### src/rtl/nmt_ctx_pkg.sv
// Shared types and width helpers for the near-memory thread context bank.
package nmt_ctx_pkg;

  typedef enum logic {
    CTX_SAVE    = 1'b0,
    CTX_RESTORE = 1'b1
  } ctx_op_e;

  typedef enum logic [2:0] {
    IDLE     = 3'd0,
    SAVE     = 3'd1,
    RD_PRIME = 3'd2,
    RESTORE  = 3'd3,
    ERR      = 3'd4
  } ctx_state_e;

  // Index width that stays at least one bit for single-entry dimensions.
  function automatic int ctx_idx_w(input int n);
    return (n > 1) ? $clog2(n) : 1;
  endfunction

  localparam int DEF_NUM_CTX   = 4;
  localparam int DEF_NUM_WORDS = 8;
  localparam int DEF_SLOT_W    = ctx_idx_w(DEF_NUM_CTX);
  localparam int DEF_WORD_W    = ctx_idx_w(DEF_NUM_WORDS);

endpackage

### src/rtl/ctx_storage_ram.sv
// Context storage: one write port, one synchronous read port, no reset.
module ctx_storage_ram
  import nmt_ctx_pkg::*;
#(
  parameter int DATA_W = 32,
  parameter int ADDR_W = 5,
  parameter int DEPTH  = 32
) (
  input  logic              i_clk,
  input  logic              i_wr_en,
  input  logic [ADDR_W-1:0] i_wr_addr,
  input  logic [DATA_W-1:0] i_wr_data,
  input  logic              i_rd_en,
  input  logic [ADDR_W-1:0] i_rd_addr,
  output logic [DATA_W-1:0] o_rd_data
);

  logic [DATA_W-1:0] r_mem [DEPTH];
  logic [DATA_W-1:0] r_rd_data;

  // Write port.
  always_ff @(posedge i_clk) begin
    if (i_wr_en) begin
      r_mem[i_wr_addr] <= i_wr_data;
    end
  end

  // Read register only updates on request, so it holds during consumer stalls.
  always_ff @(posedge i_clk) begin
    if (i_rd_en) begin
      r_rd_data <= r_mem[i_rd_addr];
    end
  end

  assign o_rd_data = r_rd_data;

endmodule

### src/rtl/thread_context_bank.sv
// Multi-slot thread-context store: streams whole contexts in (save) and out (restore)
// over valid/ready, tracking which slots hold a complete context.
module thread_context_bank
  import nmt_ctx_pkg::*;
#(
  parameter int DATA_W           = 32,
  parameter int NUM_WORDS        = 8,
  parameter int NUM_CTX          = 4,
  parameter int CLEAR_ON_RESTORE = 0,
  localparam int SLOT_W          = ctx_idx_w(NUM_CTX),
  localparam int WORD_W          = ctx_idx_w(NUM_WORDS)
) (
  input  logic               clk,
  input  logic               rst_n,
  input  logic               cmd_valid,
  output logic               cmd_ready,
  input  logic               cmd_op,
  input  logic [SLOT_W-1:0]  cmd_slot,
  input  logic               in_valid,
  output logic               in_ready,
  input  logic [DATA_W-1:0]  in_data,
  output logic               out_valid,
  input  logic               out_ready,
  output logic [DATA_W-1:0]  out_data,
  output logic [NUM_CTX-1:0] slot_valid,
  output logic               err,
  output logic               busy
);

  localparam int ADDR_W = SLOT_W + WORD_W;
  localparam int DEPTH  = NUM_CTX << WORD_W;
  localparam logic [WORD_W-1:0] LAST_IDX = WORD_W'(NUM_WORDS - 1);
  localparam logic [SLOT_W:0]   SLOT_LIM = (SLOT_W + 1)'(NUM_CTX);

  ctx_state_e          r_state;
  ctx_state_e          w_state_nxt;
  logic [SLOT_W-1:0]   r_slot;
  logic [WORD_W-1:0]   r_idx;
  logic [NUM_CTX-1:0]  r_slot_valid;
  logic                r_out_valid;

  logic                w_cmd_fire;
  logic                w_in_fire;
  logic                w_out_fire;
  logic                w_last;
  logic                w_slot_ok;
  logic                w_slot_hit;
  logic                w_is_save;
  logic [WORD_W-1:0]   w_idx_inc;
  logic                w_rd_en;
  logic [ADDR_W-1:0]   w_rd_addr;
  logic [DATA_W-1:0]   w_rd_data;

  assign w_cmd_fire = cmd_valid && (r_state == IDLE);
  assign w_in_fire  = in_valid && (r_state == SAVE);
  assign w_out_fire = r_out_valid && out_ready;
  assign w_last     = (r_idx == LAST_IDX);
  assign w_slot_ok  = ({1'b0, cmd_slot} < SLOT_LIM);
  assign w_slot_hit = w_slot_ok && r_slot_valid[cmd_slot];
  assign w_is_save  = (ctx_op_e'(cmd_op) == CTX_SAVE);
  assign w_idx_inc  = r_idx + 1'b1;

  // Word 0 is primed in RD_PRIME; afterwards each handshake prefetches the next word.
  assign w_rd_en   = (r_state == RD_PRIME) || (w_out_fire && !w_last);
  assign w_rd_addr = (r_state == RD_PRIME) ? {r_slot, {WORD_W{1'b0}}} : {r_slot, w_idx_inc};

  ctx_storage_ram #(
    .DATA_W (DATA_W),
    .ADDR_W (ADDR_W),
    .DEPTH  (DEPTH)
  ) u_ram (
    .i_clk     (clk),
    .i_wr_en   (w_in_fire),
    .i_wr_addr ({r_slot, r_idx}),
    .i_wr_data (in_data),
    .i_rd_en   (w_rd_en),
    .i_rd_addr (w_rd_addr),
    .o_rd_data (w_rd_data)
  );

  // Next-state logic.
  always_comb begin
    w_state_nxt = r_state;
    case (r_state)
      IDLE: begin
        if (!w_cmd_fire)      w_state_nxt = IDLE;
        else if (!w_slot_ok)  w_state_nxt = ERR;
        else if (w_is_save)   w_state_nxt = SAVE;
        else if (w_slot_hit)  w_state_nxt = RD_PRIME;
        else                  w_state_nxt = ERR;
      end
      SAVE: begin
        if (w_in_fire && w_last) w_state_nxt = IDLE;
        else                     w_state_nxt = SAVE;
      end
      RD_PRIME: w_state_nxt = RESTORE;
      RESTORE: begin
        if (w_out_fire && w_last) w_state_nxt = IDLE;
        else                      w_state_nxt = RESTORE;
      end
      ERR:     w_state_nxt = IDLE;
      default: w_state_nxt = IDLE;
    endcase
  end

  // State register.
  always_ff @(posedge clk) begin
    if (!rst_n) r_state <= IDLE;
    else        r_state <= w_state_nxt;
  end

  // Slot/word bookkeeping, slot-valid tracking and restore valid flag.
  always_ff @(posedge clk) begin
    if (!rst_n) begin
      r_slot       <= '0;
      r_idx        <= '0;
      r_slot_valid <= '0;
      r_out_valid  <= 1'b0;
    end else begin
      if (w_cmd_fire) begin
        r_slot <= cmd_slot;
        r_idx  <= '0;
        if (w_slot_ok && w_is_save) r_slot_valid[cmd_slot] <= 1'b0;
      end
      if (w_in_fire) begin
        if (w_last) begin
          r_idx                <= '0;
          r_slot_valid[r_slot] <= 1'b1;
        end else begin
          r_idx <= w_idx_inc;
        end
      end
      if (r_state == RD_PRIME) r_out_valid <= 1'b1;
      if (w_out_fire) begin
        if (w_last) begin
          r_out_valid <= 1'b0;
          r_idx       <= '0;
          if (CLEAR_ON_RESTORE != 0) r_slot_valid[r_slot] <= 1'b0;
        end else begin
          r_idx <= w_idx_inc;
        end
      end
    end
  end

  assign cmd_ready  = (r_state == IDLE);
  assign in_ready   = (r_state == SAVE);
  assign busy       = (r_state != IDLE);
  assign err        = (r_state == ERR);
  assign out_valid  = r_out_valid;
  // The RAM read register is not reset; gating keeps out_data at zero when nothing is offered.
  assign out_data   = w_rd_data & {DATA_W{r_out_valid}};
  assign slot_valid = r_slot_valid;

endmodule

### config.mk
export PLATFORM = sky130hd
export DESIGN_NAME = thread_context_bank
export DESIGN_NICKNAME = d
export VERILOG_FILES = /design/src/rtl/nmt_ctx_pkg.sv /design/src/rtl/ctx_storage_ram.sv /design/src/rtl/thread_context_bank.sv
export SDC_FILE = /design/constraint.sdc
export NUM_CORES = 1
export LEC_CHECK = 0
export CORE_ASPECT_RATIO = 1.1
export CORE_MARGIN = 1
export CORE_UTILIZATION = 44
export DETAILED_ROUTE_END_ITERATION = 10
export PLACE_DENSITY = 0.68
export SETUP_SLACK_MARGIN = 0.1
export SLEW_MARGIN = 20
export SYNTH_ARGS = -nofsm -noshare
export SYNTH_HDL_FRONTEND = slang
export SYNTH_SLANG_ARGS = --single-unit
### constraint.sdc
create_clock -name clk -period 10.81 [get_ports clk]
set_input_delay 2.162 -clock clk [delete_from_list [all_inputs] [get_ports clk]]
set_output_delay 2.162 -clock clk [all_outputs]
set_load 0.01 [all_outputs]
Yosys cells after proc, flatten, opt, wreduce, memory -nomap -nowiden:

Memory sizes are Yosys's and may differ from the RTL's. A register that Yosys moved wholly into a read port is not among the register bits.
Cells that the tools add are included.

* muxes and demuxes: 27
* equal/unequal tests: 5
* add/sub/neg operators: 1
* reduce and logical (&&, ||, !) cells: 13
* bitwise gates (word level): 4
* order comparisons: 4

Operator list (number)
* bitwise AND 32 bit: 1
* two-way mux 3 bit: 8
* two-way mux 4 bit: 5
* case mux 3 bit (4 select lines): 1
* two-way mux 1 bit: 9
* logical AND 1 bit: 8
* == test 3 x 2 -> 1 bit, second input constant: 2
* == test 3 bit, second input constant: 2
* < comparator 2 x 3 -> 1 bit, second input constant: 2
* nonzero test 3 bit: 2
* bitwise AND 4 bit: 1
* demux 1 bit (select 2 bit): 2
* >= comparator 2 x 1 -> 1 bit, second input constant: 2
* NOT 4 bit: 1
* bitwise OR 4 bit: 1
* adder 3 x 1 -> 3 bit, second input constant: 1
* == test 3 x 1 -> 1 bit, second input constant: 1
* logical NOT 3 bit: 1
* binary-select mux 1 bit (select 2 bit): 1
* two-way mux 2 bit: 1
* logical NOT 1 bit: 1
* logical OR 1 bit: 1

* RAM bits: 1024
* input port bits: 40
* memories: 1
* register bits after elaboration: 13
* output and inout bits: 41
* word-level logic and storage cells: 60

Memories
* u_ram.r_mem: depth 32, width 32, read ports 1, clocked after memory_dff 1, write ports 1, line ctx_storage_ram.sv:18 `logic [DATA_W-1:0] r_mem [DEPTH];`

Longest topological paths before layout:

Gate-level depths: netlist (run 1).

* depth after elaboration: 12
* gate-level depth with buffers: 14
* mapped depth without buffers: 7

Cells and area by module:

A second synthesis (run 1) with hierarchy kept.

* cell total of the unflattened synthesis: 2372
* area, all modules: 41700.0 sq um

Modules (own cells, without submodules)
* ctx_storage_ram: area each 40805.4 sq um, cells each 2260, seq. area each 31710.4 sq um, times used 1
* thread_context_bank: area each 894.6 sq um, cells each 112, seq. area each 260.2 sq um, times used 1

Worst setup path after synthesis (run 1):

Ideal clock, no wire load.

* path kind: input -> register
* from: in in_valid
* to: mem u_ram.r_mem[0][0] (enable)
* data required time: 10.349 ns
* path buffers: 0
* slack: 5.521 ns
* library setup time: 0.461 ns
* data arrival time: 4.828 ns
* stages: 3
* cells stage by stage: and4bb_2 nand2_1 nor3_1

* cells in the longest elaborated chain, start to end: 3

Ends and longest elaborated chain
* from (decl): line thread_context_bank.sv:19 `input logic in_valid,`
* logical AND 1 bit: line thread_context_bank.sv:55 `assign w_in_fire = in_valid && (r_state == SAVE);`
* two-way mux 1 bit: line ctx_storage_ram.sv:23 `if (i_wr_en) begin`
* two-way mux 1 bit (implied by the code): line ctx_storage_ram.sv:24 `r_mem[i_wr_addr] <= i_wr_data;`
* to (decl): line ctx_storage_ram.sv:18

Every way passes these cells.

Final worst setup path (run 1):

* from: reg r_idx[0]
* to: reg u_ram.r_rd_data[3], in the netlist u_ram.o_rd_data[3], read port of u_ram.r_mem, data pin

* cells in the longest elaborated chain, start to end: 4
* elaborated cells between the ends (all ways): 6
* those cells by class: 1 x add/sub; 1 x eq/ne; 1 x mux; 3 x reduce/logical

Ends and longest elaborated chain
* from (decl): line thread_context_bank.sv:38 `logic [WORD_W-1:0] r_idx;`
* from (signal assigned): line thread_context_bank.sv:130 `r_idx <= w_idx_inc;`
* from (signal assigned): line thread_context_bank.sv:140 `r_idx <= w_idx_inc;`
* parallel branches: the longest is 4 deep, another holds adder 3 x 1 -> 3 bit
* to (decl): line ctx_storage_ram.sv:19 `logic [DATA_W-1:0] r_rd_data;`

Parallel ways; which one is timed is not known.
A chain may end at the register's enable or synchronous reset.

==> results of run 1 <==
==> worst max path at each step <==
stage / cells past startpoint / start / slack (ns) / to
2_1_floorplan: 3 / in_valid / 5.52 / u_ram.r_mem[0][0]
3_3_place_gp: 5 / in_valid / 5.71 / u_ram.r_mem[27][0]
3_5_place_dp: 5 / in_valid / 5.61 / u_ram.r_mem[27][5]
4_1_cts: 9 / r_idx[0] / 5.93 / u_ram.o_rd_data[22]
5_1_grt: 9 / r_idx[0] / 5.67 / u_ram.o_rd_data[22]
6_report: 9 / r_idx[0] / 5.89 / u_ram.o_rd_data[3]
==> metrics by stage <==
stage / utilization / hold WS, ns / total power [mW]
2_1_floorplan: - / 0.511 / 4.84
3_3_place_gp: 0.465 / 0.505 / 4.99
3_5_place_dp: 0.467 / 0.516 / 5.00
4_1_cts: 0.500 / 0.525 / 8.49
5_1_grt: 0.502 / 0.551 / 8.67
6_report: 0.502 / 0.525 / 8.46
==> metal layers <==
layer  global-route usage  vias up  share of wire
li1                     -    11000              -
met1                0.289    13000           0.40
met2                0.371     1132           0.50
met3               0.0255      214          0.061
met4               0.0991        0          0.043
met5                    0        -              0
==> cells by family (layout without fill, tap and decap cells) <==
| logic type | after synthesis | count (layout) | share of synthesized area |
|---|---|---|---|
| AND/OR/NAND/NOR | 600 | 600 | 0.0714 |
| adder cells (fa/ha/maj) | 5 | 5 | 0.00142 |
| multiplexers | 289 | 289 | 0.0861 |
| flip-flops | 1069 | 1069 | 0.726 |
| buffers and inverters | 223 | 345 | 0.0259 |
| AO/OA/AOI/OAI | 561 | 561 | 0.0888 |
==> flip-flops by register name, indices dropped and copies added (netlist names) <==
name / flops
u_ram.r_mem: 1024
r_idx: 3
r_slot: 2
r_state: 3
out_valid: 1
slot_valid: 4
u_ram.o_rd_data: 32
==> worst min-delay path: cells and delay by family (launching register included) <==
family          cells  cell delay (ns)
flops               1             0.33
compound gates      2             0.15
==> power breakdown <==
group | switching, mW | total, mW | internal, mW
clock | 1.50 | 3.55 | 2.05
sequential | 0.0107 | 4.57 | 4.56
combinational | 0.233 | 0.343 | 0.110
total | 1.74 | 8.46 | 6.72
==> area by class of cell <==
cell class / count / area, sq um
fill: 7907 / 49300
sequential: 1069 / 32000
multi-input combinational: 1455 / 11200
clock buffer: 125 / 2720
timing repair buffer: 159 / 1620
tap: 1291 / 1620
clock inverter: 58 / 578
inverter: 3 / 11.3
==> layout by cell type (no fill, tap or decap), drive strengths merged, types with 35 or more instances in the layout <==
| cell | n |
|---|---|
| a21oi | 162 |
| edfxtp | 1056 |
| mux2 | 64 |
| mux4 | 65 |
| o21ai | 35 |
| nor2 | 56 |
| clkbuf | 127 |
| nor3b | 37 |
| clkinv | 43 |
| mux2i | 160 |
| nor3 | 46 |
| nand2 | 175 |
| a31oi | 65 |
| o221ai | 64 |
| a211oi | 97 |
| nand3 | 99 |
| and2 | 131 |
| buf | 88 |
| clkdlybuf4s50 | 69 |
==> results.sh, run 1 <==
export IMPL_status="complete, no violations"
export IMPL_ios=81
export IMPL_r2r_start="r_idx[0]"
export IMPL_synth_edff_count=1056
export IMPL_placed_area_sq_um=46200
export IMPL_grt_pass1_wl_um=166000
export IMPL_dp_hpwl_um=64000
export IMPL_hold_buffers=0
export IMPL_fin_cells=4160
export IMPL_worstSetupPathType="reg2reg"
export IMPL_critPathMaxFanout=83
export IMPL_cpMostUsedCell="buf_4"
export IMPL_core_area_sq_um=99000
export IMPL_via_per_inst=6.08
export IMPL_synth_area_top_cells="edfxtp_1 (72%), mux2i_1 (3.6%), mux4_2 (3.3%), and2_1 (1.9%), a21oi_1 (1.8%)"
export IMPL_drive_gt1_frac=0.153
export IMPL_track_usage=0.222
export IMPL_min_delay_path_class="reg2reg"
export IMPL_synth_top_area_frac=0.720
export IMPL_die_width_um=304
export IMPL_cts_tree="done"
export IMPL_cp_cell_sequence="inv_2, ha_4, buf_4, buf_4, or3_1, buf_4, o221ai_1, a32o_1, nand3_1"
export IMPL_rsz0062_at_grt="no"
export IMPL_synth_area_sq_um=44000
export IMPL_tns_ns=0
export IMPL_initial_core_util=0.445
export IMPL_avgSynthCellArea_sq_um=16.0
export IMPL_rrSetupSlack_ns=5.89
export IMPL_cellLeakagePower_nw=14.9
export IMPL_final_antenna_net_count=0
export IMPL_antenna_found_initial=1
export IMPL_setup_slack_ns=5.89
export IMPL_yosys_warnings=0
export IMPL_final_nets=2834
export IMPL_num_vias=25300
export IMPL_worstHoldStart="slot_valid[1]"
export IMPL_clkTransAtPathRegs_ns=0.06
export IMPL_seq_area_frac_synth=0.726
export IMPL_insertion_delay_ns=0.68
export IMPL_die_height_um=334
export IMPL_reg2regPathDepth=9
export IMPL_grt_pass1_vias=25600
export IMPL_ir_drop_v=0.000109
export IMPL_maxCapViolCount=0
export IMPL_fin_area_sq_um=49700
export IMPL_ys_ff_latch=1069
export IMPL_gp_congestion=0.825
export IMPL_synth_nets=2792
export IMPL_regToRegEndpoint="u_ram.o_rd_data[3]"
export IMPL_drt_wirelength_per_cell_um=27.0
export IMPL_synthArstFlopShare=0
export IMPL_crit_path_start_kind="register"
export IMPL_htreeDepth=3
export IMPL_cts_buffers=101
export IMPL_fin_skew_ns=0.0317
export IMPL_cts_max_path_buffers=3
export IMPL_drtPass1Iterations=5
export IMPL_port_buffers=80
export IMPL_slew_violations=0
export IMPL_post_cts_buffers=0
export IMPL_drcViolationCount=0
export IMPL_worst_slew_pin_slew_ns=1.08
export IMPL_max_freq_mhz=203
export IMPL_relSlewSlack=0.276
export IMPL_setup_violations=0
export IMPL_drtIter0Drc=2855
export IMPL_endpoint_kind="register"
export IMPL_die_area_sq_um=101000
export IMPL_crit_buf_inv=4
export IMPL_worstHoldPathCells=2
export IMPL_holdPathEnd="slot_valid[1]"
export IMPL_cts_root_buffer="clkbuf_16"
export IMPL_wirelength_um=112000
export IMPL_cp_arrival_ns=5.44
export IMPL_grt_max_degree=195
export IMPL_yosysTopAreaCell="edfxtp_1"
export IMPL_dp_slack_ns=5.61
export IMPL_yosysMostFrequentCell="edfxtp_1"
export IMPL_ys_dominant_reg_cell="edfxtp_1"
export IMPL_synth_distinct_cells=52
export IMPL_dp_cells=3968
export IMPL_period_share=0.456
export IMPL_cp_top_family="buffers and inverters"
export IMPL_period_minus_slack_ns=4.92
export IMPL_synth_common_cells="edfxtp_1 (1056), nand2_1 (175), a21oi_1 (162)"
export IMPL_overflow=0
export IMPL_hold_viol_final=0
export IMPL_n_antenna_cell=0
export IMPL_power_density_nw_per_um2=170
export IMPL_crit_path_top_delay_cell="buf_4"
export IMPL_syn_inst=2747
export IMPL_cp_required_ns=11.32
export IMPL_cts_resized=0
export IMPL_cpPeakStageDelay_ns=0.81
export IMPL_rows=121
export IMPL_syn_to_final_growth_pct=12.9
export IMPL_numClockSinks=1069
Power figures use the tool's default switching activity.
==> run 2, diff against run 1 <==
- PLACE_DENSITY: 0.68 -> 0.7
- clock period: 10.81 -> 4.1 ns (I/O delays scaled with it)
==> results.sh, run 2 (synthesis gave the netlist of run 1 again) <==
export IMPL_status="complete, no violations"
export IMPL_placed_area_sq_um=46600
export IMPL_cellLeakagePower_nw=15.0
export IMPL_drcViolationCount=0
export IMPL_fin_area_sq_um=49800
export IMPL_track_usage=0.224
export IMPL_power_density_nw_per_um2=447
export IMPL_drive_gt1_frac=0.163
export IMPL_startpoint="r_state[0]"
export IMPL_gp_congestion=0.846
export IMPL_worst_slew_pin_slew_ns=1.06
export IMPL_final_antenna_net_count=0
export IMPL_cts_tree="done"
export IMPL_port_buffers=80
export IMPL_max_freq_mhz=274
export IMPL_dp_cells=4004
export IMPL_largest_register_ffs=1024
export IMPL_cp_required_ns=3.28
export IMPL_r2r_start="r_idx[0]"
export IMPL_drtIter0Drc=2835
export IMPL_htreeDepth=3
export IMPL_die_height_um=334
export IMPL_hold_buffers=0
export IMPL_setup_violations=0
export IMPL_via_per_inst=6.14
export IMPL_crit_path_start_kind="register"
export IMPL_initial_core_util=0.445
export IMPL_insertion_delay_ns=0.69
export IMPL_ios=81
export IMPL_largest_register="u_ram.r_mem"
export IMPL_overflow=0
export IMPL_relSlewSlack=0.289
export IMPL_grt_max_degree=195
export IMPL_rsz0062_at_grt="no"
export IMPL_fillers=7979
export IMPL_period_minus_slack_ns=3.65
export IMPL_clkTransAtPathRegs_ns=0.06
export IMPL_cp_arrival_ns=2.83
export IMPL_setup_slack_ns=0.452
export IMPL_numClockSinks=1069
export IMPL_ir_drop_v=0.000324
export IMPL_drtPass1Iterations=6
export IMPL_cts_root_buffer="clkbuf_16"
export IMPL_final_common_cell="edfxtp_1"
export IMPL_fin_skew_ns=0.0507
export IMPL_grt_pass1_vias=25800
export IMPL_drt_wirelength_per_cell_um=27.1
export IMPL_cts_resized=0
export IMPL_worstSetupPathType="reg2out"
export IMPL_die_width_um=304
export IMPL_final_nets=2861
export IMPL_syn_to_final_growth_pct=13.2
export IMPL_maxCapViolCount=0
export IMPL_slew_violations=0
export IMPL_worstHoldStart="slot_valid[1]"
export IMPL_cts_max_path_buffers=3
export IMPL_post_cts_buffers=0
export IMPL_hold_viol_final=0
export IMPL_dp_hpwl_um=65500
export IMPL_critPathMaxFanout=28
export IMPL_grt_pass1_wl_um=168000
export IMPL_wirelength_um=113000
export IMPL_antenna_found_initial=2
export IMPL_rows=121
export IMPL_endpoint_kind="primary output"
export IMPL_num_vias=25700
export IMPL_final_cell_mix="edfxtp_1 (1056), nand2_1 (175), a21oi_1 (162)"
export IMPL_tns_ns=0
export IMPL_period_share=0.890
export IMPL_power_mw=22.3
export IMPL_core_area_sq_um=99000
export IMPL_dp_slack_ns=0.756
export IMPL_die_area_sq_um=101000
export IMPL_fin_cells=4189
export IMPL_cts_buffers=101
export IMPL_min_delay_path_class="reg2reg"
## run 2: cell count changes in the layout (fill, tap and decap cells not counted), moves of 3 or more
cell | before | now
buf_2 | 9 | 13
buf_4 | 60 | 89
buf_16 | 6 | 0
inv_6 | 0 | 9
buf_12 | 12 | 17
clkinvlp_4 | 3 | 7
clkbuf_16 | 106 | 101
clkinv_2 | 21 | 15
clkinv_1 | 20 | 23
clkbuf_1 | 19 | 13
## run 2: cell type report
| cell class | count | area [sq um] | share of cell area |
|---|---|---|---|
| Antenna cell | 2 | 5.00 | 0.000100 |
| Clock buffer | 114 | 2580 | 0.0517 |
| Clock inverter | 69 | 712 | 0.0143 |
| Inverter | 3 | 11.3 | 0.000226 |
| Multi-Input combinational cell | 1455 | 11200 | 0.224 |
| Sequential cell | 1069 | 32000 | 0.642 |
| Tap cell | 1291 | 1620 | 0.0324 |
| Timing Repair Buffer | 186 | 1740 | 0.0350 |
## run 2: through the flow
| stage | hold WS (ns) | utilization |
|---|---|---|
| floorplan | 0.511 | - |
| global placement | 0.492 | 0.471 |
| detailed placement | 0.552 | 0.470 |
| CTS | 0.560 | 0.503 |
| global route | 0.581 | 0.503 |
| finish | 0.552 | 0.503 |
## run 2: path summary, 6_finish.rpt
kind                            slack [ns]  depth (start not counted)                 end
worst max-delay path                  0.45                          3            in_ready
worst max register to register        0.83                          6  u_ram.o_rd_data[6]
worst min-delay path                  0.55                          2       slot_valid[1]
worst min register to register        0.55                          2       slot_valid[1]
## run 2: per-layer routing
metal  track usage  up-vias  share of wire  wire length, um
met5             0        -        0.00015               17
li1              -    11100              -                -
met2         0.372     1239           0.50            56400
met4        0.0941        2          0.039             4430
met3        0.0311      207          0.076             8640
met1         0.293    13200           0.39            44000
## run 2: worst max-delay path: stages (launching register included)
cell and delay [ns]:
dfxtp_2 0.86, buf_4 0.37, nor3b_1 0.30, clkdlybuf4s50_1 0.60
## run 2: where the power goes
part	internal [mW]	total (mW)	switching (mW)
Clock	5.29	9.34	4.04
Combinational	0.292	0.884	0.592
Sequential	12.0	12.1	0.0327
Total	17.6	22.3	4.67
==> run 3, diff against run 2 <==
- SLEW_MARGIN: 20 -> default
==> results.sh, run 3 (synthesis gave the netlist of run 1 again) <==
export IMPL_fin_skew_ns=0.0251
export IMPL_period_minus_slack_ns=3.68
export IMPL_final_nets=2861
export IMPL_initial_core_util=0.445
export IMPL_final_cell_mix="edfxtp_1 (1056), nand2_1 (175), a21oi_1 (162)"
export IMPL_cp_top_family="buffers and inverters"
export IMPL_largest_register_ffs=1024
export IMPL_p_int_mw=18.2
export IMPL_relSlewSlack=0.0640
export IMPL_power_density_nw_per_um2=457
export IMPL_cp_cell_sequence="buf_4, nor3b_1, clkdlybuf4s50_1"
export IMPL_insertion_delay_ns=0.69
export IMPL_hold_buffers=0
export IMPL_power_frac_seq=0.526
export IMPL_ios=81
export IMPL_utilization=0.507
export IMPL_track_usage=0.224
export IMPL_dp_hpwl_um=65500
export IMPL_port_buffers=80
export IMPL_via_per_inst=6.13
export IMPL_dp_cells=4004
export IMPL_p_sw_mw=4.75
export IMPL_wirelength_um=114000
export IMPL_numClockSinks=1069
export IMPL_drt_wirelength_per_cell_um=27.1
export IMPL_crit_path_top_delay_cell="dfxtp_2"
export IMPL_slew_violations=0
export IMPL_num_vias=25700
export IMPL_drtPass1Iterations=8
export IMPL_final_antenna_net_count=0
export IMPL_overflow=0
export IMPL_p_comb_frac=0.039
export IMPL_endpoint_kind="primary output"
export IMPL_syn_to_final_growth_pct=14.0
export IMPL_cts_max_path_buffers=3
export IMPL_clkTransAtPathRegs_ns=0.06
export IMPL_rsz0062_at_grt="no"
export IMPL_die_width_um=304
export IMPL_tns_ns=0
export IMPL_antenna_found_initial=3
export IMPL_fin_cells=4193
export IMPL_period_share=0.898
export IMPL_grt_pass1_wl_um=167000
export IMPL_drive_gt1_frac=0.164
export IMPL_core_area_sq_um=99000
export IMPL_largest_register="u_ram.r_mem"
export IMPL_critPathMaxFanout=28
export IMPL_min_delay_path_class="reg2reg"
export IMPL_cts_root_buffer="clkbuf_16"
export IMPL_maxCapViolCount=0
export IMPL_max_freq_mhz=272
export IMPL_final_common_cell="edfxtp_1"
export IMPL_cts_buffers=101
export IMPL_worstSetupPathType="reg2out"
export IMPL_gp_congestion=0.846
export IMPL_swShare=0.207
export IMPL_power_mw=22.9
export IMPL_cts_resized=0
export IMPL_htreeDepth=3
export IMPL_cp_required_ns=3.28
export IMPL_hold_viol_final=0
export IMPL_drtIter0Drc=2982
export IMPL_setup_violations=0
export IMPL_cellLeakagePower_nw=15.2
export IMPL_die_area_sq_um=101000
export IMPL_crit_path_start_kind="register"
export IMPL_grt_max_degree=195
export IMPL_cp_arrival_ns=2.86
export IMPL_cpPeakStageDelay_ns=0.87
export IMPL_drcViolationCount=0
export IMPL_crit_buf_inv=2
export IMPL_rows=121
export IMPL_post_cts_buffers=0
export IMPL_rrSetupSlack_ns=0.84
export IMPL_ir_drop_v=0.000367
export IMPL_worst_slew_pin_slew_ns=1.40
export IMPL_status="complete, no violations"
export IMPL_grt_pass1_vias=25700
export IMPL_cts_tree="done"
export IMPL_clockPowerShare=0.435
export IMPL_die_height_um=334
==> run 3: cell count changes in the layout (fill, tap and decap cells not counted), moves of 3 or more <==
| cell | previous run | this run |
|---|---|---|
| bufinv_16 | 12 | 20 |
| inv_6 | 9 | 3 |
| buf_2 | 13 | 1 |
| clkinv_16 | 1 | 4 |
| clkinv_1 | 23 | 7 |
| clkinv_2 | 15 | 27 |
| clkbuf_1 | 13 | 17 |
| clkdlybuf4s50_1 | 67 | 79 |
==> run 3: cell type report <==
| type | instances | area [sq um] |
|---|---|---|
| Timing Repair Buffer | 186 | 1800 |
| Fill cell | 7936 | 48800 |
| Multi-Input combinational cell | 1455 | 11200 |
| Antenna cell | 2 | 5.00 |
| Tap cell | 1291 | 1620 |
| Clock inverter | 69 | 987 |
| Clock buffer | 118 | 2590 |
| Sequential cell | 1069 | 32000 |
| Inverter | 3 | 11.3 |
==> run 3: layer usage <==
metal	routed length, um	track usage
met1	43400	0.291
met2	55900	0.371
met3	9820	0.0353
met4	4580	0.0976
met5	10	0
==> run 3: through the flow <==
stage	instance area (sq um)	hold WS [ns]	setup slack, ns
2_1_floorplan	44000	0.511	-0.0246
3_3_place_gp	46600	0.492	0.772
3_5_place_dp	46600	0.545	0.772
4_1_cts	50200	0.563	0.468
5_1_grt	50200	0.584	0.386
6_report	50200	0.562	0.419
==> run 3: path summary, 6_finish.rpt <==
check | cells after the start | startpoint | end
min reg2reg | 2 | slot_valid[1] | slot_valid[1]
max | 3 | r_state[0] | in_ready
min | 2 | slot_valid[1] | slot_valid[1]
max reg2reg | 7 | r_idx[0] | u_ram.o_rd_data[6]
==> run 3: worst register-to-register path, stage by stage, from the launching register on <==
cell and delay (ns):
dfxtp_4 0.55, inv_2 0.11, ha_4 0.35, or3_1 0.77
buf_4 0.40, o221ai_1 0.37, a32o_1 0.34, nand3_1 0.12
==> run 3: power by group through the flow <==
stage	registers [mW]	logic (mW)	clock network [mW]
after global routing	12.1	0.946	10.5
after global placement	12.3	0.864	0
after floorplan	12.3	0.480	0
after detailed placement	12.3	0.889	0
after CTS	12.1	0.894	10.1
final	12.1	0.894	9.97
